<file path="src/rtl/screen_compositor.sv">
// screen_compositor
//   Selects one of NUM_SCREENS screen renderers, routes the shared font ROM
//   address from the active renderer, registers the output colour, and runs
//   frame-synchronised fade-out / swap / fade-in transitions on a screen
//   change request.
// Ports:
//   clk, reset_n      pixel clock, asynchronous active-low reset
//   frame_start       one-cycle pulse at the top-left pixel
//   video_on          active-display flag, 0 forces black
//   screen_req        requested screen index (level-sampled)
//   scr_red/green/blue, scr_font_addr  packed per-screen renderer outputs
//   font_address      font ROM address of the active screen (combinational)
//   Red, Green, Blue  registered, brightness-scaled colour
//   active_screen     currently displayed screen
//   busy              high while a transition is in progress
module screen_compositor #(
  parameter int unsigned NUM_SCREENS     = 3,
  parameter int unsigned SEL_W           = $clog2(NUM_SCREENS),
  parameter int unsigned COLOR_W         = 4,
  parameter int unsigned FONT_ADDR_W     = 11,
  parameter int unsigned LEVEL_W         = 3,
  parameter int unsigned FRAMES_PER_STEP = 2,
  parameter int unsigned RESET_SCREEN    = 0
) (
  input  logic                             clk,
  input  logic                             reset_n,
  input  logic                             frame_start,
  input  logic                             video_on,
  input  logic [SEL_W-1:0]                 screen_req,
  input  logic [NUM_SCREENS*COLOR_W-1:0]   scr_red,
  input  logic [NUM_SCREENS*COLOR_W-1:0]   scr_green,
  input  logic [NUM_SCREENS*COLOR_W-1:0]   scr_blue,
  input  logic [NUM_SCREENS*FONT_ADDR_W-1:0] scr_font_addr,
  output logic [FONT_ADDR_W-1:0]           font_address,
  output logic [COLOR_W-1:0]               Red,
  output logic [COLOR_W-1:0]               Green,
  output logic [COLOR_W-1:0]               Blue,
  output logic [SEL_W-1:0]                 active_screen,
  output logic                             busy
);

  localparam int unsigned PROD_W = COLOR_W + LEVEL_W + 1;
  localparam int unsigned CNT_W  = (FRAMES_PER_STEP > 1) ? $clog2(FRAMES_PER_STEP) : 1;
  localparam logic [CNT_W-1:0]   CNT_LAST  = CNT_W'(FRAMES_PER_STEP - 1);
  localparam logic [LEVEL_W:0]   LEVEL_MAX = {1'b1, {LEVEL_W{1'b0}}};
  localparam logic [LEVEL_W:0]   LEVEL_ONE = {{LEVEL_W{1'b0}}, 1'b1};

  typedef enum logic [1:0] {IDLE, FADE_OUT, SWAP, FADE_IN} state_t;

  state_t             state;
  logic [SEL_W-1:0]   pending;
  logic [LEVEL_W:0]   level;
  logic [CNT_W-1:0]   step_cnt;

  logic req_valid;
  logic step_done;

  always_comb begin
    req_valid = 32'(screen_req) < NUM_SCREENS;
    step_done = frame_start && (step_cnt == CNT_LAST);
  end

  always_ff @(posedge clk or negedge reset_n) begin
    if (!reset_n) begin
      state         <= IDLE;
      active_screen <= SEL_W'(RESET_SCREEN);
      pending       <= SEL_W'(RESET_SCREEN);
      level         <= LEVEL_MAX;
      step_cnt      <= '0;
      busy          <= 1'b0;
    end else begin
      case (state)
        IDLE: begin
          step_cnt <= '0;
          if (req_valid && screen_req != active_screen) begin
            pending <= screen_req;
            state   <= FADE_OUT;
            busy    <= 1'b1;
          end
        end
        FADE_OUT: begin
          // Reversal wins over stepping: brightness resumes rising from here.
          if (req_valid && screen_req == active_screen) begin
            state    <= FADE_IN;
            step_cnt <= '0;
          end else begin
            if (req_valid && screen_req != pending) pending <= screen_req;
            if (level == '0) begin
              state    <= SWAP;
              step_cnt <= '0;
            end else if (frame_start) begin
              if (step_done) begin
                step_cnt <= '0;
                level    <= level - 1'b1;
                if (level == LEVEL_ONE) state <= SWAP;
              end else begin
                step_cnt <= step_cnt + 1'b1;
              end
            end
          end
        end
        SWAP: begin
          active_screen <= pending;
          level         <= '0;
          step_cnt      <= '0;
          state         <= FADE_IN;
        end
        FADE_IN: begin
          if (req_valid && screen_req != active_screen) begin
            pending  <= screen_req;
            state    <= FADE_OUT;
            step_cnt <= '0;
          end else if (level == LEVEL_MAX) begin
            state    <= IDLE;
            busy     <= 1'b0;
            step_cnt <= '0;
          end else if (frame_start) begin
            if (step_done) begin
              step_cnt <= '0;
              level    <= level + 1'b1;
              if (level == LEVEL_MAX - LEVEL_ONE) begin
                state <= IDLE;
                busy  <= 1'b0;
              end
            end else begin
              step_cnt <= step_cnt + 1'b1;
            end
          end
        end
        default: state <= IDLE;
      endcase
    end
  end

  function automatic logic [COLOR_W-1:0] scale(input logic [COLOR_W-1:0] c,
                                               input logic [LEVEL_W:0]   l);
    logic [PROD_W-1:0] p;
    p = PROD_W'(c) * PROD_W'(l);
    return COLOR_W'(p >> LEVEL_W);
  endfunction

  logic [COLOR_W-1:0] sel_red, sel_green, sel_blue;

  always_comb begin
    sel_red      = scr_red[active_screen*COLOR_W +: COLOR_W];
    sel_green    = scr_green[active_screen*COLOR_W +: COLOR_W];
    sel_blue     = scr_blue[active_screen*COLOR_W +: COLOR_W];
    font_address = scr_font_addr[active_screen*FONT_ADDR_W +: FONT_ADDR_W];
  end

  always_ff @(posedge clk or negedge reset_n) begin
    if (!reset_n) begin
      Red   <= '0;
      Green <= '0;
      Blue  <= '0;
    end else if (video_on) begin
      Red   <= scale(sel_red, level);
      Green <= scale(sel_green, level);
      Blue  <= scale(sel_blue, level);
    end else begin
      Red   <= '0;
      Green <= '0;
      Blue  <= '0;
    end
  end

endmodule

</file>
<file path="config.mk">
export PLATFORM = sky130hd
export DESIGN_NAME = screen_compositor
export DESIGN_NICKNAME = d
export VERILOG_FILES = /design/src/rtl/screen_compositor.sv
export SDC_FILE = /design/constraint.sdc
export NUM_CORES = 1
export LEC_CHECK = 0
export CAP_MARGIN = 15
export CORE_ASPECT_RATIO = 1.25
export CORE_MARGIN = 8
export CORE_UTILIZATION = 25
export DETAILED_ROUTE_END_ITERATION = 8
export PLACE_DENSITY = 0.53
export SLEW_MARGIN = 25
export SYNTH_ARGS = -nofsm -noshare
export SYNTH_HDL_FRONTEND = slang
export SYNTH_SLANG_ARGS = --single-unit
</file>
<file path="constraint.sdc">
create_clock -name clk -period 8.4 [get_ports clk]
set_input_delay 1.26 -clock clk [delete_from_list [all_inputs] [get_ports clk]]
set_output_delay 1.26 -clock clk [all_outputs]
set_load 0.02 [all_outputs]
</file>
; ---- After elaboration in Yosys (flattened, before gate mapping)
; Cells that the tools add are included.
[op_classes]
mul = 4
shift = 4
order_cmp = 1
reduce_logical = 15
eq_ne = 29
n_addsub = 3
muxes = 42
[ops]
columns = cell, count
row1 = $mux 4, 11
row2 = $shiftx 12x5->4, 3
row3 = $shiftx 33x7->11, 1
row4 = $mux 2, 14
row5 = $ne 4x4->1 const B, 6
row6 = $mul 4x4->7, 3
row7 = $ne 2x2->1 const B, 10
row8 = $mux 1, 12
row9 = $pmux 4 s3, 1
row10 = $ne 3x3->1 const B, 3
row11 = $reduce_and 9->1, 1
row12 = $pmux 2 s4, 1
row13 = $reduce_and 7->1, 1
row14 = $mul 2x4->6 const B, 1
row15 = $reduce_and 6->1, 1
row16 = $add 4x1->4 const B, 1
row17 = $eq 2x2->1 const B, 2
row18 = $eq 4x1->1 const B, 1
row19 = $eq 4x3->1 const B, 1
row20 = $eq 4x4->1 const B, 1
row21 = $logic_and 1x1->1, 4
row22 = $logic_not 4->1, 1
row23 = $ne 2x2->1, 2
row24 = $pmux 2 s2, 1
row25 = 13 further kinds, 15
[word_totals]
input_bits = 75
out_inout_bits = 26
regBits = 24
word_cells = 107

; ---- Depth between registers and ports, before layout
[logic_depth]
word_depth = 7
ltp_mapped = 15
depth_no_buf = 13

; ---- Least setup slack after synthesis
; No wires, ideal clock.
[synth_timing]
path_kind = input -> register
start = input port scr_blue[10]
end = register Blue[3]
setup_ns = 0.120
stages = 12
arrival_ns = 3.894
t_required_ns = 8.280
path_buffers = 0
path_slack_ns = 4.386
cell_sequence = mux2i_1 -> o21ai_0 -> nand2_1 -> fa_1 -> inv_1 -> fa_1 -> fa_1 -> a21o_1 -> a21oi_1 -> xnor2_1 -> nand3_1 -> and3b_1
[synth_between]
elab_chain_cells = 3
[synth_rtl]
columns = element, line_no
row1 = start: declaration, 32  ; input logic [NUM_SCREENS*COLOR_W-1:0] scr_blue,
row2 = $shiftx 12x5->4, 147  ; sel_blue = scr_blue[active_screen*COLOR_W +: COLOR_W];
row3 = $mul 4x4->7, 138  ; p = PROD_W'(c) * PROD_W'(l);
row4 = $mux 4, 156  ; end else if (video_on) begin
row5 = end signal: assignment, 159  ; Blue <= scale(sel_blue, level);
row6 = end: declaration, 37  ; output logic [COLOR_W-1:0] Blue,
; Every way passes these cells.
; A chain may end at the register's enable or synchronous reset.

; ---- Worst setup path in the final report
[layout_timing]
start = register active_screen[0]
end = register Green[3]
[layout_between]
elab_chain_cells = 3
[layout_rtl]
columns = element, line_no
row1 = start: declaration, 38  ; output logic [SEL_W-1:0] active_screen,
row2 = start signal: assignment, 66  ; active_screen <= SEL_W'(RESET_SCREEN);
row3 = start signal: assignment, 103  ; active_screen <= pending;
row4 = $shiftx 12x5->4, 146  ; sel_green = scr_green[active_screen*COLOR_W +: COLOR_W];
row5 = $mul 4x4->7, 138
row6 = $mux 4, 156
row7 = end signal: assignment, 158  ; Green <= scale(sel_green, level);
row8 = end: declaration, 36  ; output logic [COLOR_W-1:0] Green,
; Every way passes these cells.

==> summary.md <==
| Metric | Value |
|---|---|
| FP Rows | 43 |
| Drt pass-1 iters | 4 |
| Worst hold slack | 0.550 ns |
| Util after Layout | 0.363 |
| Post-synth ARST share | 1.00 |
| Antenna violations before repair | 0 |
| GP Congestion | roughly 0.77 |
| Post-CTS Hold Buffers | 0 |
| Worst-Skew Late Latency | 0.26 ns |
| Initial Utilization | 0.257 |
| Syn Inst Count | between 300 and 400 |
| Tcrit/Tclk final | 0.570 |
| Fin area | slightly above 4000 um^2 |
| VDD IR-drop max | 0.000135 V |
| Synthesized cell area | 2860 um^2 |
| Synth Net Count | 444 |
| Height of the die | between 100 and 150 um |
| Rel. slew slack | 0.332 |
| Clk buf depth | 2 |
| Reg-to-Reg End | Green[3]$_DFF_PN0_ |
| Status | completed |
| Placed cell area | 3960 um^2 |
| Worst reg2reg path depth | 14 |
| WS Path Type | flop to flop |
| Final hold violations | 0 |
| Ys flop type | dfrtp_1 |
| Post_cts resized | 0 |
| Fmax | 0.209 GHz |
| Most common cell after layout, fill and taps aside | clkdlybuf4s50_1 |
| GRT Util Overall | 0.113 |
| Post-CTS setup buffers | 0 |
| Seq/Total Area, Yosys | 0.210 |
| Worst hold path class | flop to flop |
| Core area | 11100 um^2 |
| Start of the worst register-to-register path | active_screen[0]$_DFFE_PN0P_ |
| Layout area overhead | 41.2% |
| Worst Setup SP | active_screen[0]$_DFFE_PN0P_ |
| Layout cells sized above 1 | 0.0460 |
| HPWL Detailed | roughly 6900 um |
| Worst-path fanout max | 32 |
| CTS clk-pin slew, worst paths | 0.06 ns |
| Mean Syn Cell Area | 8.80 um^2 |
| Most frequent cells in the layout | 100 x clkdlybuf4s50_1, 42 x nand2_1, 32 x ha_1, 28 x and2_1, 27 x o21ai_0 |
| Reg2Reg Setup Slack | ~3.6 ns |
| Die width | ~110 um |
| Finished Layout Cells | between 500 and 600 |
| Worst setup path end | Green[3]$_DFF_PN0_ |
| RSZ-0062 raised after global routing | false |
| Nets@finish | between 500 and 600 |
| Largest family of logic cells by synthesized area | adder cells |
| Max-cap violations | 0 |
| Clk sinks | 24 |
| Post-synthesis cell type count | 48 |
| N_diodes | 0 |
| Pre-CTS setup slack | approximately 3.6 ns |
| Setup TNS | 0 ns |
| Slew Limit Fails | 0 |
| Required time of the worst setup path | about 8.6 ns |
| Placed cells | approximately 540 |
| Post-synthesis register bit count | 24 |
| Slew @ Worst Pin | 1.00 ns |
| CTS tree | done |
| Post-route setup slack | 3.61 ns |
| Depth of the CTS H-tree | 1 |
| Synth Area in Compound Gates | 0.164 |
| Routed Antenna Nets | 0 |
| Crit path DAT | 4.94 ns |
| Adder-Cell Fraction of Synth Area | 0.224 |
| Drt drc | 0 |
| Port-buffer cells | 100 |
| Number of flops mapped to enable cells by yosys | 0 |
| Tmin final | roughly 4.8 ns |
| Largest net degree at the start of global routing | 33 |
| Ports | 101 |
| XOR/XNOR Fraction of Synth Area | 0.0429 |
| Initial DRC Count | between 100 and 150 |
| Num CTS Buffers | 3 |
| Startpoint types | flop |
| Overall power | about 1.4 mW |
| Leak | ~1.9 nW |
| Final wirelength | roughly 8400 um |
| Synthesis Warnings | 0 |
| Endpoints failing setup | 0 |
| Mux cell area share after synthesis | 0.108 |
| Worst Clk Skew | roughly 0.0035 ns |
| Cell Pwr Density | roughly 350 nW/um^2 |
| Die Area | between 15000 and 20000 um^2 |
| Clk root buf | clkbuf_16 |
| Via-to-Cell Ratio | 4.84 |
| Element type at the critical path end | flop |
| DR WL/cell | 15.4 um |
| Global-route wire length before repair | about 14000 um |
| Simple-gate share of the synthesized area | 0.191 |
| Overflow after GRT | 0 |
| Via count | about 2700 |
| Vias in the first global route | roughly 2900 |
-- cells by family after synthesis --
family,after synthesis
AOI/OAI and AO/OA,72
xor gates and xnor gates,14
adders and majority gates,44
buffers and inverters,39
DFF,24
muxes,30
and+or+nand+nor,102
-- final cells by class --
class / instances / area (um^2)
tap: 135 / 169
sequential: 24 / 602
clock buffer: 4 / 78.8
fill: 1139 / 7100
multi-input combinational: 262 / 2090
inverter: 20 / 75.1
timing repair buffer: 103 / 1020
-- power breakdown --
| group | total [mW] | leakage (nW) | switching [mW] | internal [mW] |
|---|---|---|---|---|
| clock | 0.106 | 0.0382 | 0.0414 | 0.0649 |
| sequential | 0.252 | 0.300 | 0.0834 | 0.169 |
| combinational | 1.06 | 1.52 | 0.555 | 0.501 |
-- worst max-delay path, cell delays in order (launching register included) --
cell	delay [ns]
dfrtp_1	1.00
nor2b_2	0.55
buf_4	0.31
nand2_1	0.11
o21ai_0	0.21
nand2_1	0.14
fa_1	0.50
inv_1	0.05
fa_1	0.52
fa_1	0.48
a21o_1	0.19
a21oi_1	0.18
xnor2_1	0.16
nand3_1	0.09
and3b_1	0.19
-- routing by layer --
layer	GRT usage	vias to the layer above	routed length, um
met5	0	-	0
met4	0.0404	0	127
met3	0.0464	7	838
met2	0.189	101	3830
met1	0.128	1234	3620
li1	-	1309	-
-- sequential cells by signal, indices dropped and copies added, names as in the netlist --
register / count
level: 4
pending: 2
busy: 1
active_screen: 2
step_cnt: 1
state: 2
Green: 4
Red: 4
Blue: 4
-- Yosys cell counts, types with 7 or more instances --
master    instances  area (um^2)
a21oi_1          12         60.1
and2_1           28          175
buf_2             7         35.0
clkbuf_1          7         26.3
dfrtp_1          23          576
fa_1             12          240
ha_1             32          400
inv_1            19         71.3
mux2i_1          25          250
nand2_1          42          158
nor2b_1           7         43.8
o21ai_0          27          135
xor2_1            8         70.1
-- worst min path at each step --
stage	startpoint	slack (ns)	depth (start not counted)	to
CTS	busy$_DFFE_PN0P_	0.56	2	busy$_DFFE_PN0P_
global placement	busy$_DFFE_PN0P_	0.54	2	busy$_DFFE_PN0P_
finish	busy$_DFFE_PN0P_	0.55	2	busy$_DFFE_PN0P_
detailed placement	busy$_DFFE_PN0P_	0.55	2	busy$_DFFE_PN0P_
global route	busy$_DFFE_PN0P_	0.60	2	busy$_DFFE_PN0P_
floorplan	pending[0]$_DFFE_PN0P_	0.51	2	active_screen[0]$_DFFE_PN0P_
(Power assumes the default switching activity.)
